===== src/rtl/top_handshakes.sv =====
// Valid/ready demo path: memory-fetching master -> skid buffer -> registering slave.
// The skid buffer registers m_ready so the slave's ready never reaches the master combinationally.
module top_handshakes #(
  parameter int unsigned WIDTH      = 8,
  parameter int unsigned ADDR_WIDTH = 8
) (
  input  logic                  clk,
  input  logic                  rst,
  input  logic                  valid_en,
  input  logic                  ready_en,
  output logic                  m_valid,
  output logic                  m_ready,
  output logic                  s_valid,
  output logic                  s_ready,
  input  logic [WIDTH-1:0]      m_data_in,
  output logic [WIDTH-1:0]      m_data_out,
  output logic [WIDTH-1:0]      s_data_in,
  output logic [WIDTH-1:0]      s_data_out,
  output logic [ADDR_WIDTH-1:0] addr
);

  logic [ADDR_WIDTH-1:0] addr_q, addr_d;
  logic                  m_valid_q, m_valid_d;
  logic [WIDTH-1:0]      m_data_q, m_data_d;
  logic                  full_q, full_d;
  logic [WIDTH-1:0]      buf_q, buf_d;
  logic                  s_ready_q;
  logic [WIDTH-1:0]      s_data_q, s_data_d;

  logic m_take, m_load, s_take;

  assign m_ready    = ~full_q;
  assign m_valid    = m_valid_q;
  assign m_data_out = m_data_q;
  assign s_valid    = full_q | m_valid_q;
  assign s_data_in  = full_q ? buf_q : m_data_q;
  assign s_ready    = s_ready_q;
  assign s_data_out = s_data_q;
  assign addr       = addr_q;

  assign m_take = m_valid_q & m_ready;
  assign m_load = ~m_valid_q | m_ready;
  assign s_take = s_valid & s_ready_q;

  always_comb begin
    addr_d    = addr_q;
    m_valid_d = m_valid_q;
    m_data_d  = m_data_q;
    full_d    = full_q;
    buf_d     = buf_q;
    s_data_d  = s_data_q;

    // Master: a held word never changes until it has been taken.
    if (m_load) begin
      if (valid_en) begin
        m_data_d  = m_data_in;
        m_valid_d = 1'b1;
        addr_d    = addr_q + ADDR_WIDTH'(1);
      end else begin
        m_valid_d = 1'b0;
      end
    end

    // Buffer: only an empty buffer captures, so the slave always sees the older word first.
    if (full_q) begin
      if (s_ready_q) full_d = 1'b0;
    end else if (m_take && !s_ready_q) begin
      buf_d  = m_data_q;
      full_d = 1'b1;
    end

    if (s_take) s_data_d = s_data_in;
  end

  always_ff @(posedge clk) begin
    if (rst) begin
      addr_q    <= '0;
      m_valid_q <= 1'b0;
      m_data_q  <= '0;
      full_q    <= 1'b0;
      buf_q     <= '0;
      s_ready_q <= 1'b0;
      s_data_q  <= '0;
    end else begin
      addr_q    <= addr_d;
      m_valid_q <= m_valid_d;
      m_data_q  <= m_data_d;
      full_q    <= full_d;
      buf_q     <= buf_d;
      s_ready_q <= ready_en;
      s_data_q  <= s_data_d;
    end
  end

endmodule


===== config.mk =====
export PLATFORM = sky130hd
export DESIGN_NAME = top_handshakes
export DESIGN_NICKNAME = d
export VERILOG_FILES = /design/src/rtl/top_handshakes.sv
export SDC_FILE = /design/constraint.sdc
export NUM_CORES = 1
export LEC_CHECK = 0
export ABC_AREA = 0
export CELL_PAD_IN_SITES_DETAIL_PLACEMENT = 1
export CELL_PAD_IN_SITES_GLOBAL_PLACEMENT = 2
export CORE_ASPECT_RATIO = 2
export CORE_MARGIN = 2
export CORE_UTILIZATION = 23
export DETAILED_ROUTE_END_ITERATION = 10
export HOLD_SLACK_MARGIN = 0.05
export PLACE_DENSITY_LB_ADDON = 0.05
export SETUP_SLACK_MARGIN = 0.1
export SLEW_MARGIN = 20
export SYNTH_ARGS = -nofsm -noshare
export SYNTH_HDL_FRONTEND = slang
export SYNTH_SLANG_ARGS = --single-unit
export TNS_END_PERCENT = 5

===== constraint.sdc =====
create_clock -name clk -period 1.4 [get_ports clk]
set_clock_uncertainty 0.1 [all_clocks]
set_input_delay 0.21 -clock clk [delete_from_list [all_inputs] [get_ports clk]]
set_output_delay 0.21 -clock clk [all_outputs]
set_load 0.05 [all_outputs]

# Word-level counts from Yosys, hierarchy flattened
# Index checks and enable logic that the tools add are counted.
dict set report totals {
  ramBits 0
  word_cells 23
  ff_bits 35
  out_inout_bits 36
  latchBits 0
  n_memories 0
  rom_bits 0
}
dict set report classes {
  addsub 1
  div 0
  reduce_logical 4
  n_mul 0
  n_bitwise 6
  shifts 0
  n_lt_le_gt_ge 0
  muxes 5
  n_eq_ne 0
}
# operator n
set op_table {}
lappend op_table {{8-bit by 1-bit adder with 8-bit output, second input constant} 1}
lappend op_table {{8-bit two-way mux} 1}
lappend op_table {{1-bit two-way mux} 4}
lappend op_table {{2-bit AND reduction} 2}
lappend op_table {{1-bit AND} 2}
lappend op_table {{1-bit NOT} 2}
lappend op_table {{1-bit OR} 2}
lappend op_table {{1-bit logical AND} 1}
lappend op_table {{1-bit logical NOT} 1}

# Depth between registers and ports, before layout
# Gate-level depths: netlist of run 1.
dict set report logic_depth {
  word_depth 5
  ltp_mapped 5
}

# Least setup slack after synthesis of run 1
# Ideal clock, no wire load.
dict set report synth_timing {
  path_type {reg2reg}
  startpoint {register addr_q[0] (netlist: addr[0])}
  endpoint {register addr_q[6] (netlist: addr[6])}
  stages_incl_launch_ff 5
  t_arrival_ns 1.486
  period_less_slack_ns 1.707
  setup_time_ns 0.121
  path_slack_ns -0.307
  n_path_buf 0
  path_cell_list {dfxtp_1 ha_1 inv_1 nor3_1 mux2_2}
}
dict set report synth_via {
  elab_chain_len 1
}
# item line
set synth_rtl {}
lappend synth_rtl {{start, declared} 22} ;# logic [ADDR_WIDTH-1:0] addr_q, addr_d;
lappend synth_rtl {{start signal, assigned} 85} ;# addr_q <= addr_d;
lappend synth_rtl {{8-bit by 1-bit adder with 8-bit output} 58} ;# addr_d = addr_q + ADDR_WIDTH'(1);
# Every way passes these cells.
# A chain may end at the register's enable or synchronous reset.

# Worst setup path in the final report of run 1
dict set report layout_timing {
  startpoint {register full_q}
  endpoint {output s_data_in[0]}
}
dict set report layout_via {
  elab_chain_len 1
}
# item line
set layout_rtl {}
lappend layout_rtl {{start, declared} 25} ;# logic full_q, full_d;
lappend layout_rtl {{start signal, assigned} 88} ;# full_q <= full_d;
lappend layout_rtl {{8-bit two-way mux} 36} ;# assign s_data_in = full_q ? buf_q : m_data_q;
lappend layout_rtl {{end, declared} 17} ;# output logic [WIDTH-1:0] s_data_in,
# Every way passes these cells.

==> flow_metrics.env, run 1 <==
export IMPL_dieHeight_um=114.9
export IMPL_fin_crit_ns=1.587
export IMPL_vdd_drop_max_mv=0.8747
export IMPL_detail_route_antenna_nets=0
export IMPL_finalMaxSlewViolations=0
export IMPL_ys_async_sr_fraction=0
export IMPL_die_x_um=59.47
export IMPL_power_mw=2.991
export IMPL_cts_tree="yes"
export IMPL_finalCritPeriodShare=1.134
export IMPL_synthSimpleGateAreaFrac=0.1715
export IMPL_layout_drive_gt1_share=0.4131
export IMPL_rows=40
export IMPL_crit_type="register to output pin"
export IMPL_cts_sinks=35
export IMPL_grt_pass1_vias=1397
export IMPL_wl_per_cell_um=15.33
export IMPL_ctsHoldBuffers=0
export IMPL_grt_start_max_net_pins=21
export IMPL_synth_edf_count=0
export IMPL_reg2regPathDepth=5
export IMPL_drt_iter0_markers=16
export IMPL_vias_per_cell=4.732
export IMPL_gp_congestion=0.7195
export IMPL_placed_cells=267
export IMPL_stdcell_count=276
export IMPL_synthCells=150
export IMPL_worstPathArrival_ns=1.28
export IMPL_r2r_start="full_q"
export IMPL_slowest_delay_ns=0.38
export IMPL_synth_area_leaders="dfxtp_1 50%, mux2i_1 11%, mux2_2 8.0%, nor2_1 5.3%, nand2_1 5.0%"
export IMPL_path_depth=3
export IMPL_synthAdderAreaFrac=0.008842
export IMPL_ys_seq_elements=35
export IMPL_dieArea_mm2=0.006834
export IMPL_power_density_mw_per_mm2=1099
export IMPL_setup_slack_ns=-0.1875
export IMPL_rrSetupSlack_ns=-0.10
export IMPL_slew_headroom=0.8502
export IMPL_cts_htree_levels=2
export IMPL_hold_class="register to register"
export IMPL_n_antenna_cell=0
export IMPL_cp_common_cell="buf_12"
export IMPL_r2r_end="addr[2]"
export IMPL_drc=0
export IMPL_track_usage=0.1350
export IMPL_crit_buf_inv=2
export IMPL_start_util=0.2376
export IMPL_synth_area_mm2=0.001415
export IMPL_path_max_fanout=8
export IMPL_grt_pass1_wl_mm=6.851
export IMPL_syn_avg_cell_area_um2=9.434
export IMPL_ys_types=25
export IMPL_fmax_mhz=629.9
export IMPL_cts_root_buf="clkbuf_16"
export IMPL_first_pass_iters=3
export IMPL_slowest_stage="dfxtp_4"
export IMPL_rsz0062_at_grt="yes"
export IMPL_cts_buffer_depth=2
export IMPL_cts_made_buffers=5
export IMPL_hold_viol=0
export IMPL_numPortBuffers=47
export IMPL_routed_wl_mm=4.230
export IMPL_dp_slack_ns=-0.4192
export IMPL_io_pins=48
export IMPL_synth_fp_nets=163
export IMPL_layout_common_cells="37 x buf_12, 25 x dfxtp_1, 20 x nor2_1, 19 x nand2_1, 16 x mux2i_1"
export IMPL_ys_warn_count=0
export IMPL_startpoint="full_q"
export IMPL_startpoint_type="register"
export IMPL_status="finished, violations left"
export IMPL_drv_cap=0
export IMPL_synth_xor_area_frac=0.006189
export IMPL_setup_viol=14
export IMPL_hold_depth=1
export IMPL_dp_hpwl_mm=3.300
export IMPL_via_count=1306
export IMPL_cp_required_ns=1.09
export IMPL_yosysSeqAreaShare=0.4951
export IMPL_worstPathCellList="buf_12, mux2_4, buf_12"
export IMPL_muxShareOfSynthArea=0.1927
export IMPL_synth_top_family_by_area="multiplexers"
export IMPL_gr_total_overflow=0
export IMPL_clk_pin_slew_ns=0.05
export IMPL_cellLeakagePower_nw=1.054
export IMPL_crit_family="flip-flops"
export IMPL_synth_top_area_cell="dfxtp_1"
export IMPL_grt_antenna_before_repair=0
export IMPL_fillers=641
export IMPL_tightest_slew_ns=0.2245
export IMPL_synth_compound_area_frac=0.08488
export IMPL_netlist_area_leader_share=0.4951
export IMPL_crit_end="s_data_in[0]"
export IMPL_synth_ff_type="dfxtp_1"
export IMPL_clk_latency_ns=0.27
export IMPL_layout_commonest_cell="buf_12"
export IMPL_endpoint_kind="output pin"
export IMPL_violations="setup timing"
export IMPL_core_area_mm2=0.005956
export IMPL_final_nets=225
export IMPL_syn_to_final_growth_pct=92.31
## state kept, by name (all words and copies together) (netlist names)
signal / flops
s_data_out: 8
buf_q: 8
addr: 8
m_valid: 1
m_data_out: 8
full_q: 1
s_ready: 1
## where the power goes
part | switching, mW | internal [mW]
logic | 0.290 | 0.294
registers | 0.0399 | 1.02
clock network | 0.400 | 0.948
total | 0.730 | 2.26
## area by class of cell
cell class / instances / area, um2 / share of cell area
inverters: 2 / 7.507 / 0.002759
repair buffers: 65 / 997.2 / 0.3664
clock buffers: 7 / 153.9 / 0.05655
clock inverters: 1 / 30.03 / 0.01103
multi-input cells: 103 / 718.2 / 0.2639
well taps: 63 / 78.83 / 0.02897
flip-flops and latches: 35 / 735.7 / 0.2703
## per-layer routing
| metal | share of wire | up-vias | GRT usage | wire length [um] |
|---|---|---|---|---|
| met5 | 0 | - | 0 | 0 |
| met2 | 0.62 | 30 | 0.2637 | 2633 |
| li1 | - | 636 | - | - |
| met1 | 0.34 | 638 | 0.1264 | 1418 |
| met4 | 0.0085 | 0 | 0.05152 | 36 |
| met3 | 0.033 | 2 | 0.03262 | 141 |
## how the worst min path moves through the flow
stage | start | endpoint
global placement | buf_q[6] | buf_q[6]
global route | s_ready | full_q
floorplan | valid_en | m_valid
detailed placement | s_ready | full_q
CTS | s_ready | full_q
finish | s_ready | full_q
## what timing repair did
| action | 4_1_cts | 5_1_grt |
|---|---|---|
| buffers inserted | 1 | 0 |
| endpoints found under the hold margin | 0 | 0 |
| pin swaps | 6 | 6 |
| endpoints found under the setup margin | 41 | 42 |
| resized for setup | 13 | 3 |
## cell families (layout without fill, tap and decap cells)
kind of cell,Yosys count,count (layout)
AOI/OAI and AO/OA,21,21
xor gates and xnor gates,1,1
adders and majority gates,1,1
buffers and inverters,12,75
DFF,35,35
muxes,26,26
and+or+nand+nor,54,54
## cells in the mapped netlist (2+ instances only)
cell type	n
or4_1	2
a21oi_1	14
nor2b_1	3
dfxtp_1	35
nand2_1	19
o21ai_0	2
inv_1	2
o31ai_1	2
nor2_1	20
clkbuf_1	5
nor3b_1	2
mux2_2	10
buf_2	4
nand4_1	3
mux2i_1	16
or3_1	2
## per-stage QoR
stage / hold slack (ns) / utilization / cell area (um2) / setup TNS [ns]
2_1_floorplan: 0.2261 / - / 1473 / -0.5659
3_3_place_gp: 0.3717 / 0.4160 / 2477 / -4.737
3_5_place_dp: 0.3871 / 0.4160 / 2477 / -5.385
4_1_cts: 0.3842 / 0.4555 / 2713 / -1.954
5_1_grt: 0.3990 / 0.4569 / 2721 / -2.319
6_report: 0.3837 / 0.4569 / 2721 / -1.646
## worst register-to-register path: cells and delay by family, from the launching register on
family	cells	cell delay (ns)
compound gates	2	0.38
flops	1	0.36
simple gates	1	0.31
buf+inv	2	0.28
Note: power is estimated with default switching activity, not from simulation.
==> run 2, diff against run 1 <==
--- a/config.mk
+++ b/config.mk
@@ -10,7 +10,7 @@
 export CELL_PAD_IN_SITES_GLOBAL_PLACEMENT = 2
 export CORE_ASPECT_RATIO = 2
 export CORE_MARGIN = 2
-export CORE_UTILIZATION = 23
+export CORE_UTILIZATION = 26
 export DETAILED_ROUTE_END_ITERATION = 10
 export HOLD_SLACK_MARGIN = 0.05
 export PLACE_DENSITY_LB_ADDON = 0.05
==> constraint.sdc (replaced) <==
create_clock -name clk -period 1.6 [get_ports clk]
set_clock_uncertainty 0.1 [all_clocks]
set_input_delay 0.24 -clock clk [delete_from_list [all_inputs] [get_ports clk]]
set_output_delay 0.24 -clock clk [all_outputs]
set_load 0.05 [all_outputs]
==> flow_metrics.env, run 2 (synthesized netlist as in run 1, its figures left out) <==
export IMPL_r2r_end="addr[4]"
export IMPL_via_count=1261
export IMPL_gr_total_overflow=0
export IMPL_power_mw=2.056
export IMPL_detail_route_antenna_nets=0
export IMPL_path_max_fanout=5
export IMPL_fin_crit_ns=1.638
export IMPL_drt_iter0_markers=14
export IMPL_finalSetupTns_ns=-0.2491
export IMPL_placed_cells=259
export IMPL_vdd_drop_max_mv=0.5060
export IMPL_cts_tree="yes"
export IMPL_hold_viol=0
export IMPL_clk_latency_ns=0.29
export IMPL_r2r_start="full_q"
export IMPL_vias_per_cell=4.670
export IMPL_setup_slack_ns=-0.03764
export IMPL_fmax_mhz=610.6
export IMPL_gp_congestion=0.7121
export IMPL_core_area_mm2=0.005325
export IMPL_layout_drive_gt1_share=0.4143
export IMPL_numPortBuffers=47
export IMPL_cts_root_buf="clkbuf_8"
export IMPL_cts_made_buffers=5
export IMPL_cts_sinks=35
export IMPL_clk_pin_slew_ns=0.07
export IMPL_status="finished, violations left"
export IMPL_hold_class="input port to register"
export IMPL_cp_required_ns=1.26
export IMPL_grt_antenna_before_repair=0
export IMPL_holdWs_ns=0.3941
export IMPL_slew_headroom=0.7901
export IMPL_n_antenna_cell=0
export IMPL_grt_pass1_wl_mm=6.492
export IMPL_drc=0
export IMPL_rrSetupSlack_ns=0.08
export IMPL_crit_end="s_data_in[3]"
export IMPL_first_pass_iters=3
export IMPL_grt_pass1_vias=1287
export IMPL_dieHeight_um=108.3
export IMPL_design_area_mm2=0.002456
export IMPL_startpoint_type="register"
export IMPL_power_density_mw_per_mm2=837.2
export IMPL_cellLeakagePower_nw=0.9667
export IMPL_finalCritPeriodShare=1.024
export IMPL_syn_to_final_growth_pct=73.56
export IMPL_dp_slack_ns=-0.2445
export IMPL_utilization=0.4612
export IMPL_layout_commonest_cell="dfxtp_1"
export IMPL_start_util=0.2657
export IMPL_reg2regPathDepth=5
export IMPL_layout_common_cells="27 x dfxtp_1, 21 x buf_12, 20 x nor2_1, 19 x nand2_1, 18 x buf_4"
export IMPL_setup_viol=9
export IMPL_drv_cap=0
export IMPL_final_nets=222
export IMPL_cts_htree_levels=2
export IMPL_dp_hpwl_mm=2.817
export IMPL_endpoint_kind="output pin"
export IMPL_dieArea_mm2=0.006084
export IMPL_rsz0062_at_grt="yes"
export IMPL_worstPathArrival_ns=1.30
export IMPL_track_usage=0.1415
export IMPL_grt_start_max_net_pins=19
export IMPL_wl_per_cell_um=14.82
export IMPL_finalMaxSlewViolations=0
export IMPL_placed_area_mm2=0.002190
export IMPL_stdcell_count=270
export IMPL_cts_buffer_depth=2
export IMPL_tightest_slew_ns=0.3122
export IMPL_startpoint="full_q"
export IMPL_rows=38
export IMPL_io_pins=48
export IMPL_routed_wl_mm=4.002
export IMPL_crit_type="register to output pin"
export IMPL_die_x_um=56.17
export IMPL_violations="setup timing"
## run 2: how the worst min path moves through the flow
stage,from,end,slack (ns),cells past startpoint
after CTS,m_data_in[7],m_data_out[7],0.38,3
after detailed placement,buf_q[1],buf_q[1],0.38,2
after global placement,buf_q[7],buf_q[7],0.37,2
after floorplan,valid_en,m_valid,0.26,2
final,m_data_in[3],m_data_out[3],0.39,3
after global routing,m_data_in[6],m_data_out[6],0.39,3
## run 2: area by class of cell
type,count,area (um2)
multi-input combinational,103,730.7
timing repair buffer,62,843.3
clock inverter,2,11.26
clock buffer,6,72.57
inverter,2,7.507
fill,604,2869
sequential,35,715.7
tap,60,75.07
## run 2: what timing repair did
action,CTS,global route
pin swaps,1,13
cloned,1,0
setup endpoints to repair,12,27
gates resized for setup,32,8
hold buffers,0,0
buffers inserted,2,0
## run 2: layer usage
layer	global-route usage	share of wire	routed length (um)
met5	0	0	0
met1	0.1590	0.41	1660
met3	0.04306	0.051	204
met4	0.07653	0.024	95
met2	0.2361	0.51	2042
## run 2: power by group
part | total [mW] | internal [mW] | switching [mW] | leakage (nW)
clock | 0.635 | 0.305 | 0.330 | 0.0455
combinational | 0.480 | 0.237 | 0.243 | 0.632
sequential | 0.941 | 0.899 | 0.0419 | 0.289
## run 2: critical path: stages (launching register included)
cell	delay, ns
dfxtp_4	0.40
buf_12	0.13
mux2_4	0.32
buf_8	0.15
==> run 3, diff against run 2 <==
--- a/config.mk
+++ b/config.mk
@@ -10,7 +10,8 @@
 export CELL_PAD_IN_SITES_GLOBAL_PLACEMENT = 2
 export CORE_ASPECT_RATIO = 2
 export CORE_MARGIN = 2
-export CORE_UTILIZATION = 26
+export CORE_UTILIZATION = 27
+export CTS_BUF_LIST = sky130_fd_sc_hd__clkbuf_8
 export DETAILED_ROUTE_END_ITERATION = 10
 export HOLD_SLACK_MARGIN = 0.05
 export PLACE_DENSITY_LB_ADDON = 0.05
==> flow_metrics.env, run 3 (synthesized netlist as in run 1, its figures left out) <==
export IMPL_cellLeakagePower_nw=0.9286
export IMPL_rows=37
export IMPL_power_density_mw_per_mm2=856.4
export IMPL_gr_total_overflow=0
export IMPL_slowest_delay_ns=0.40
export IMPL_path_max_fanout=6
export IMPL_grt_pass1_wl_mm=6.651
export IMPL_dp_slack_ns=-0.3151
export IMPL_cp_required_ns=1.26
export IMPL_drc=0
export IMPL_endpoint_kind="output pin"
export IMPL_cts_made_buffers=5
export IMPL_dieHeight_um=106.4
export IMPL_grt_antenna_before_repair=0
export IMPL_die_x_um=55.19
export IMPL_cts_root_buf="clkbuf_8"
export IMPL_detail_route_antenna_nets=0
export IMPL_vdd_drop_max_mv=0.5729
export IMPL_gp_congestion=0.6315
export IMPL_layout_drive_gt1_share=0.3756
export IMPL_placed_area_mm2=0.002107
export IMPL_startpoint_type="register"
export IMPL_slew_headroom=0.7933
export IMPL_setup_viol=9
export IMPL_routed_wl_mm=4.256
export IMPL_design_area_mm2=0.002323
export IMPL_cts_sinks=35
export IMPL_worstPathCellList="clkbuf_16, mux2_4, buf_8"
export IMPL_dieArea_mm2=0.005871
export IMPL_finalSetupTns_ns=-0.3370
export IMPL_cts_buffer_depth=2
export IMPL_core_area_mm2=0.005092
export IMPL_clk_pin_slew_ns=0.07
export IMPL_track_usage=0.1571
export IMPL_crit_type="register to output pin"
export IMPL_final_nets=217
export IMPL_cts_htree_levels=2
export IMPL_crit_buf_inv=2
export IMPL_io_pins=48
export IMPL_crit_family="flip-flops"
export IMPL_setup_slack_ns=-0.05357
export IMPL_hold_class="register to register"
export IMPL_cts_tree="yes"
export IMPL_drt_iter0_markers=17
export IMPL_rsz0062_at_grt="yes"
export IMPL_fmax_mhz=604.8
export IMPL_finalCritPeriodShare=1.033
export IMPL_start_util=0.2779
export IMPL_syn_to_final_growth_pct=64.19
export IMPL_vias_per_cell=4.810
export IMPL_hold_viol=0
export IMPL_drv_cap=0
export IMPL_slowest_stage="dfxtp_4"
export IMPL_n_antenna_cell=0
export IMPL_layout_common_cells="27 x dfxtp_1, 20 x nor2_1, 19 x nand2_1, 19 x buf_4, 17 x buf_12"
export IMPL_grt_pass1_vias=1399
export IMPL_status="finished, violations left"
export IMPL_tightest_slew_ns=0.3074
export IMPL_dp_hpwl_mm=3.107
export IMPL_wl_per_cell_um=16.18
export IMPL_numPortBuffers=47
export IMPL_worstPathArrival_ns=1.31
export IMPL_grt_start_max_net_pins=19
export IMPL_clk_latency_ns=0.28
export IMPL_layout_commonest_cell="dfxtp_1"
export IMPL_fin_crit_ns=1.654
export IMPL_violations="setup timing"
export IMPL_finalMaxSlewViolations=0
export IMPL_first_pass_iters=4
export IMPL_via_count=1265
[run 3: cell types whose count changed in the layout (fill, tap and decap cells not counted), sizes merged]
| cell | previous run | this run |
|---|---|---|
| buf | 51 | 45 |
| inv | 3 | 4 |
[run 3: final timing paths]
path / endpoint / slack [ns] / cells after the start / start
setup / recovery: s_data_in[2] / -0.05 / 3 / full_q
hold reg to reg: addr[1] / 0.39 / 2 / addr[1]
setup reg to reg: addr[5] / 0.11 / 3 / full_q
hold / removal: addr[1] / 0.39 / 2 / addr[1]
[run 3: routing by layer]
metal | part of all wire | global-route usage | vias to the layer above
li1 | - | - | 617
met1 | 0.37 | 0.1580 | 615
met2 | 0.58 | 0.2917 | 28
met3 | 0.038 | 0.03371 | 5
met4 | 0.016 | 0.05749 | 0
met5 | 0 | 0 | -
[run 3: cell type report]
class,count,area (um2)
flip-flops and latches,35,715.7
fillers,585,2769
multi-input cells,103,708.2
inverters,2,7.507
well taps,58,72.57
clock inverters,3,12.51
repair buffers,57,738.2
clock buffers,5,68.82
[run 3: power breakdown]
group / total, mW / internal [mW] / switching [mW]
sequential: 0.940 / 0.899 / 0.0400
clock: 0.601 / 0.293 / 0.308
combinational: 0.449 / 0.207 / 0.242
[run 3: stage by stage]
| stage | hold slack (ns) | std cells | util | total power [mW] |
|---|---|---|---|---|
| final | 0.3884 | 263 | 0.4563 | 1.990 |
| after global routing | 0.4268 | 263 | 0.4563 | 2.082 |
| after CTS | 0.3862 | 261 | 0.4381 | 1.998 |
| after detailed placement | 0.3796 | 253 | 0.4138 | 1.373 |
| after global placement | 0.3685 | 253 | 0.4138 | 1.364 |
| after floorplan | 0.2561 | 150 | - | 1.182 |
[run 3: what timing repair did]
item                       CTS  global route
resized for setup           13            16
buffers inserted             0             1
setup endpoints to repair   13            13
hold buffers                 0             0
cloned                       0             1
[run 3: worst reg2reg max path: stages, from the launching register on]
cell,delay (ns)
dfxtp_4,0.38
a21bo_2,0.28
or4_4,0.53
a21oi_2,0.14
